File: src/rtl/uart_rx.sv
// 8N1 UART receiver: 2-flop synchronized line, mid-bit sampling, one-cycle
// rx_done / frame_err pulses, and a debug view of the FSM state.
module uart_rx #(
  parameter int CLKS_PER_BIT = 434
) (
  input  logic       clk,
  input  logic       reset,
  input  logic       uart_rxd,
  output logic [7:0] rx_data,
  output logic       rx_done,
  output logic       frame_err,
  output logic       rx_busy,
  output logic [1:0] dbg_state
);

  localparam int CW = $clog2(CLKS_PER_BIT);
  localparam logic [CW-1:0] HALF_M1 = CW'(CLKS_PER_BIT / 2 - 1);
  localparam logic [CW-1:0] FULL_M1 = CW'(CLKS_PER_BIT - 1);

  typedef enum logic [1:0] {
    S_IDLE  = 2'd0,
    S_START = 2'd1,
    S_DATA  = 2'd2,
    S_STOP  = 2'd3
  } state_t;

  state_t        state_q, state_d;
  logic [CW-1:0] cnt_q, cnt_d;
  logic [2:0]    bit_q, bit_d;
  logic [7:0]    shift_q, shift_d;
  logic [7:0]    data_q, data_d;
  logic          done_q, done_d;
  logic          ferr_q, ferr_d;
  logic          busy_q, busy_d;
  logic          sync1_q, sync1_d;
  logic          sync2_q, sync2_d;
  logic          prev_q, prev_d;

  always_comb begin
    state_d = state_q;
    cnt_d   = cnt_q;
    bit_d   = bit_q;
    shift_d = shift_q;
    data_d  = data_q;
    done_d  = 1'b0;
    ferr_d  = 1'b0;
    sync1_d = uart_rxd;
    sync2_d = sync1_q;
    prev_d  = sync2_q;

    case (state_q)
      S_IDLE: begin
        cnt_d = '0;
        // Only a genuine 1->0 edge starts a frame; a line stuck low is ignored.
        if (prev_q && !sync2_q) state_d = S_START;
      end
      S_START: begin
        if (cnt_q == HALF_M1) begin
          cnt_d   = '0;
          bit_d   = 3'd0;
          state_d = sync2_q ? S_IDLE : S_DATA;
        end else begin
          cnt_d = cnt_q + 1'b1;
        end
      end
      S_DATA: begin
        if (cnt_q == FULL_M1) begin
          cnt_d   = '0;
          shift_d = {sync2_q, shift_q[7:1]};
          if (bit_q == 3'd7) state_d = S_STOP;
          else               bit_d   = bit_q + 3'd1;
        end else begin
          cnt_d = cnt_q + 1'b1;
        end
      end
      S_STOP: begin
        if (cnt_q == FULL_M1) begin
          // Leaving at mid-stop-bit leaves half a bit to catch the next start edge.
          cnt_d   = '0;
          state_d = S_IDLE;
          if (sync2_q) begin
            data_d = shift_q;
            done_d = 1'b1;
          end else begin
            ferr_d = 1'b1;
          end
        end else begin
          cnt_d = cnt_q + 1'b1;
        end
      end
      default: begin
        state_d = S_IDLE;
        cnt_d   = '0;
      end
    endcase

    busy_d = (state_d != S_IDLE);
  end

  always_ff @(posedge clk or negedge reset) begin
    if (!reset) begin
      state_q <= S_IDLE;
      cnt_q   <= '0;
      bit_q   <= 3'd0;
      shift_q <= 8'h00;
      data_q  <= 8'h00;
      done_q  <= 1'b0;
      ferr_q  <= 1'b0;
      busy_q  <= 1'b0;
      sync1_q <= 1'b1;
      sync2_q <= 1'b1;
      prev_q  <= 1'b1;
    end else begin
      state_q <= state_d;
      cnt_q   <= cnt_d;
      bit_q   <= bit_d;
      shift_q <= shift_d;
      data_q  <= data_d;
      done_q  <= done_d;
      ferr_q  <= ferr_d;
      busy_q  <= busy_d;
      sync1_q <= sync1_d;
      sync2_q <= sync2_d;
      prev_q  <= prev_d;
    end
  end

  assign rx_data   = data_q;
  assign rx_done   = done_q;
  assign frame_err = ferr_q;
  assign rx_busy   = busy_q;
  assign dbg_state = state_q;

endmodule

File: config.mk
export PLATFORM = sky130hd
export DESIGN_NAME = uart_rx
export DESIGN_NICKNAME = d
export VERILOG_FILES = /design/src/rtl/uart_rx.sv
export SDC_FILE = /design/constraint.sdc
export NUM_CORES = 1
export LEC_CHECK = 0
export ABC_AREA = 1
export CAP_MARGIN = 20
export CORE_ASPECT_RATIO = 0.75
export CORE_MARGIN = 2
export CORE_UTILIZATION = 50
export CTS_BUF_LIST = sky130_fd_sc_hd__clkbuf_16
export CTS_CLUSTER_DIAMETER = 60
export CTS_CLUSTER_SIZE = 16
export DETAILED_ROUTE_END_ITERATION = 12
export PLACE_DENSITY = 0.76
export SYNTH_ARGS = -nofsm -noshare
export SYNTH_HDL_FRONTEND = slang
export SYNTH_SLANG_ARGS = --single-unit
export TNS_END_PERCENT = 20
File: constraint.sdc
create_clock -name clk -period 1.5 [get_ports clk]
set_input_delay 0.45 -clock clk [delete_from_list [all_inputs] [get_ports clk]]
set_output_delay 0.45 -clock clk [all_outputs]
set_load 0.02 [all_outputs]
## Word level (Yosys, flattened, before mapping)

Index checks and enable logic that the tools add are counted.

| operators by class | value |
|---|---|
| $add $sub $neg | 2 |
| multiplexer cells | 20 |
| reduce and logical (&&, ||, !) cells | 9 |
| equality and inequality tests | 9 |

Operator list:

| kind | count |
|---|---|
| $pmux W9 S3 | 1 |
| $mux W9 | 2 |
| $mux W2 | 6 |
| $add A9 B1 Y9 const B | 1 |
| $eq A9 B8 Y1 const B | 1 |
| $eq A9 B9 Y1 const B | 1 |
| $mux W3 | 3 |
| $pmux W2 S4 | 1 |
| $mux W1 | 6 |
| $ne A2 B2 Y1 const B | 3 |
| $pmux W3 S2 | 1 |
| $eq A2 B2 Y1 const B | 2 |
| $reduce_and A4 Y1 | 1 |
| $reduce_bool A2 Y1 | 2 |
| $add A3 B1 Y3 const B | 1 |
| $eq A3 B3 Y1 const B | 1 |
| $reduce_and A3 Y1 | 1 |
| $eq A2 B1 Y1 const B | 1 |
| $logic_not A2 Y1 | 1 |
| $reduce_and A2 Y1 | 1 |
| $reduce_or A2 Y1 | 1 |
| $logic_and A1 B1 Y1 | 1 |
| $logic_not A1 Y1 | 1 |

| word-level totals | value |
|---|---|
| word-level logic and storage cells | 51 |
| input port bits | 3 |
| register bits | 36 |

## Longest topological paths before layout

Gate-level depths: netlist (run 1).

| logic depth | value |
|---|---|
| depth after elaboration | 5 |
| mapped depth | 9 |
| mapped depth without buffers | 9 |

## Worst setup path before layout (run 1)

OpenSTA, ideal clock, no wires.

| timing | value |
|---|---|
| path type | reg-to-reg |
| start point | register cnt_q[1] |
| end point | register shift_q[5] |
| arrival | 1.332 ns |
| setup time | 0.118 ns |
| cell stages (with the launch flop) | 9 |
| path slack | 0.049 ns |
| cell sequence | dfrtp_1 > inv_1 > ha_1 > nand2_1 > nor3_4 > nand3_4 > buf_6 > nand2_1 > o21ai_2 |

| between the ends | value |
|---|---|
| cells in the longest elaborated chain, start to end | 2 |

Ends and longest elaborated chain:

| item | RTL line | text |
|---|---|---|
| from (decl) | 28 | `logic [CW-1:0] cnt_q, cnt_d;` |
| from (signal assigned) | 115 | `cnt_q <= cnt_d;` |
| $eq A9 B9 Y1 | 67 | `if (cnt_q == FULL_M1) begin` |
| $reduce_and A2 Y1 (no line) | -- |  |
| to (signal assigned) | 117 | `shift_q <= shift_d;` |
| to (decl) | 30 | `logic [7:0] shift_q, shift_d;` |

No other way between the ends.
A chain may end at the register's enable or synchronous reset.

## Final worst setup path (run 1)

| timing | value |
|---|---|
| start point | register cnt_q[1] |
| end point | register shift_q[7] |

The elaborated chain is that of the path after synthesis.

==> results of run 1 <==
-- per-stage QoR --
step | instances | worst slack, ns | utilization
3_3_place_gp | 245 | 0.0283 | 0.600
4_1_cts | 253 | -0.00970 | 0.663
6_report | 254 | 0.00640 | 0.685
3_5_place_dp | 245 | -0.0762 | 0.600
5_1_grt | 254 | -0.0736 | 0.685
2_1_floorplan | 185 | 0.0494 | -
-- timing repair --
action / CTS / global route
setup buffers: 0 / 1
resized for setup: 16 / 20
pin swaps: 0 / 4
setup endpoints to repair: 23 / 31
-- power by group through the flow --
stage	Sequential (mW)	Combinational [mW]	Clock, mW
6_report	1.16	0.459	1.50
5_1_grt	1.17	0.510	1.58
4_1_cts	1.15	0.398	1.52
3_5_place_dp	1.16	0.393	0
3_3_place_gp	1.16	0.362	0
2_1_floorplan	1.17	0.227	0
-- area by class of cell --
class                           instances  area share
Inverter                               30      0.0515
Clock inverter                          3      0.0403
Clock buffer                            5      0.0560
Timing Repair Buffer                   23      0.0979
Tap cell                               40      0.0224
Sequential cell                        36       0.405
Multi-Input combinational cell        117       0.327
-- kinds of logic after synthesis --
| family | count (synthesis) | synth area share |
|---|---|---|
| simple gates | 90 | 0.247 |
| flops | 36 | 0.530 |
| buf+inv | 32 | 0.0792 |
| compound gates | 18 | 0.0858 |
| fa+ha+maj | 5 | 0.0367 |
| xor+xnor | 4 | 0.0205 |
-- registers in the layout, summed over array words and instances, names as in the netlist --
register / cells
cnt_q: 9
bit_q: 3
prev_q: 1
rx_done: 1
frame_err: 1
rx_busy: 1
rx_data: 8
prev_d: 1
dbg_state: 2
sync1_q: 1
shift_q: 8
-- Yosys cell counts, drive strengths merged --
library cell | instances | area (um2)
nand3 | 9 | 57.6
dfrtp | 33 | 826
nor3 | 5 | 36.3
xor2 | 3 | 26.3
buf | 2 | 22.5
o21ai | 16 | 136
nand2 | 50 | 203
a21oi | 2 | 10.0
xnor2 | 1 | 8.76
nor2 | 24 | 97.6
ha | 5 | 62.6
inv | 30 | 113
dfstp | 3 | 78.8
nand4 | 2 | 27.5
-- metal layers --
metal,vias up,track usage
met2,28,0.312
met1,627,0.229
met5,-,0
met3,9,0.0737
li1,624,-
met4,0,0.0881
-- final timing paths --
kind / slack [ns] / end / from
max reg2reg: 0.006 / shift_q[7]$_DFFE_PN0P_ / cnt_q[1]$_DFF_PN0_
min: 0.36 / prev_d$_DFF_PN1_ / sync1_q$_DFF_PN1_
max: 0.006 / shift_q[7]$_DFFE_PN0P_ / cnt_q[1]$_DFF_PN0_
min reg2reg: 0.36 / prev_d$_DFF_PN1_ / sync1_q$_DFF_PN1_
max in group asynchronous: 0.72 / prev_d$_DFF_PN1_ / reset
min in group asynchronous: 0.53 / cnt_q[5]$_DFF_PN0_ / reset
-- critical path, cell delays in order, from the launching register on --
cell and delay, ns:
dfrtp_1 0.39, inv_2 0.07, ha_1 0.15, nand2_1 0.09
nor3_4 0.23, nand3_4 0.14, buf_12 0.18, nand2_1 0.08
o21ai_2 0.06
==> reports/qor.csv, run 1 <==
metric;value;unit
drt_iter0_drc;122;
coreArea;3270;um2
cp-end-kind;flop;
p_total;3.12;mW
met3WireLength;157;um
layout_commonest_cell;nand2_1;
finalMaxSlewViolations;0;
peakVddDrop;1.26;mV
fin_setup_tns;0;ns
yosysWarnings;0;
final_cell_area;2240;um2
cellLeakagePower;1.11;nW
status;completed;
setup_viol;0;
synth.cell_area;1710;um2
cts-hold-fix-buffers;0;
wl_met2;1.73;mm
cts_max_path_buffers;2;
num-fill-cells;255;
fin_skew;0.00745;ns
htreeDepth;2;
final_nets;221;
routed.top_layer;met4;
port_buffers;15;
drc_errors;0;
cts_made_buffers;5;
hold_ws;0.356;ns
synth.net_count;193;
clk_latency;0.28;ns
reg2reg_depth;8;
gp_congestion;0.860;
netlist-cell-type-count;21;
vias_per_cell;5.07;
drive_gt1_frac;0.280;
critPathRequiredTime;1.67;ns
grtUsageTotal;0.191;
power_frac_seq;0.372;
worstHoldPathType;reg2reg;
vias;1288;
wl_per_cell;13.4;um
path_clk_slew;0.06;ns
regArea;905;um2
dpl_cell_area;1960;um2
power_density;1400;nW/um2
max_slew_margin;0.769;
p_sw;0.742;mW
ant_nets;0;
crit_arrival;1.67;ns
period_minus_slack;1.49;ns
overflow;0;
routed_wirelength;3.41;mm
diodes;0;
whs_path_depth;0;
critPathKind;reg2reg;
cp_max_fo;16;
grt_pass1_vias;1212;
die_w;71.4;um
die_y;54.6;um
firstDrtPassIters;4;
area_growth;31.1;%
start_util;0.522;
hold_violations;0;
rows;18;
sw_frac_of_total;0.238;
timing.fmax;0.670;GHz
tritoncts;built;
synth-seq-cells;36;
final_cell_mix;nand2_1 (39), dfrtp_1 (33), inv_1 (27);
die_area;3900;um2
p_clk_frac;0.481;
synthCells;185;
p_int;2.38;mW
tightest_slew;0.345;ns
cts.sinks;36;
multi_input_area;732;um2
grt_pass1_wl;5.35;mm
met1Wirelength;1.44;mm
rsz0062_at_grt;true;
grt_max_degree;22;
yosysSeqAreaShare;0.530;
combPwrFrac;0.147;
syn_avg_cell_area;9.22;um2
cts_root_buffer;clkbuf_16;
antenna_found_initial;0;
start_kind;flop;
drv_cap;0;
ios;16;
hpwl;2.32;mm
finalCritPeriodShare;0.996;
Power figures use the tool's default switching activity.
==> run 2, diff against run 1 <==
--- a/config.mk
+++ b/config.mk
@@ -12,7 +12,7 @@
 export CORE_UTILIZATION = 50
 export CTS_BUF_LIST = sky130_fd_sc_hd__clkbuf_16
 export CTS_CLUSTER_DIAMETER = 60
-export CTS_CLUSTER_SIZE = 16
+export CTS_CLUSTER_SIZE = 40
 export DETAILED_ROUTE_END_ITERATION = 12
 export PLACE_DENSITY = 0.76
 export SYNTH_ARGS = -nofsm -noshare
==> results of run 2 <==
The final DEF is identical to that of run 1; final timing and power are the same.
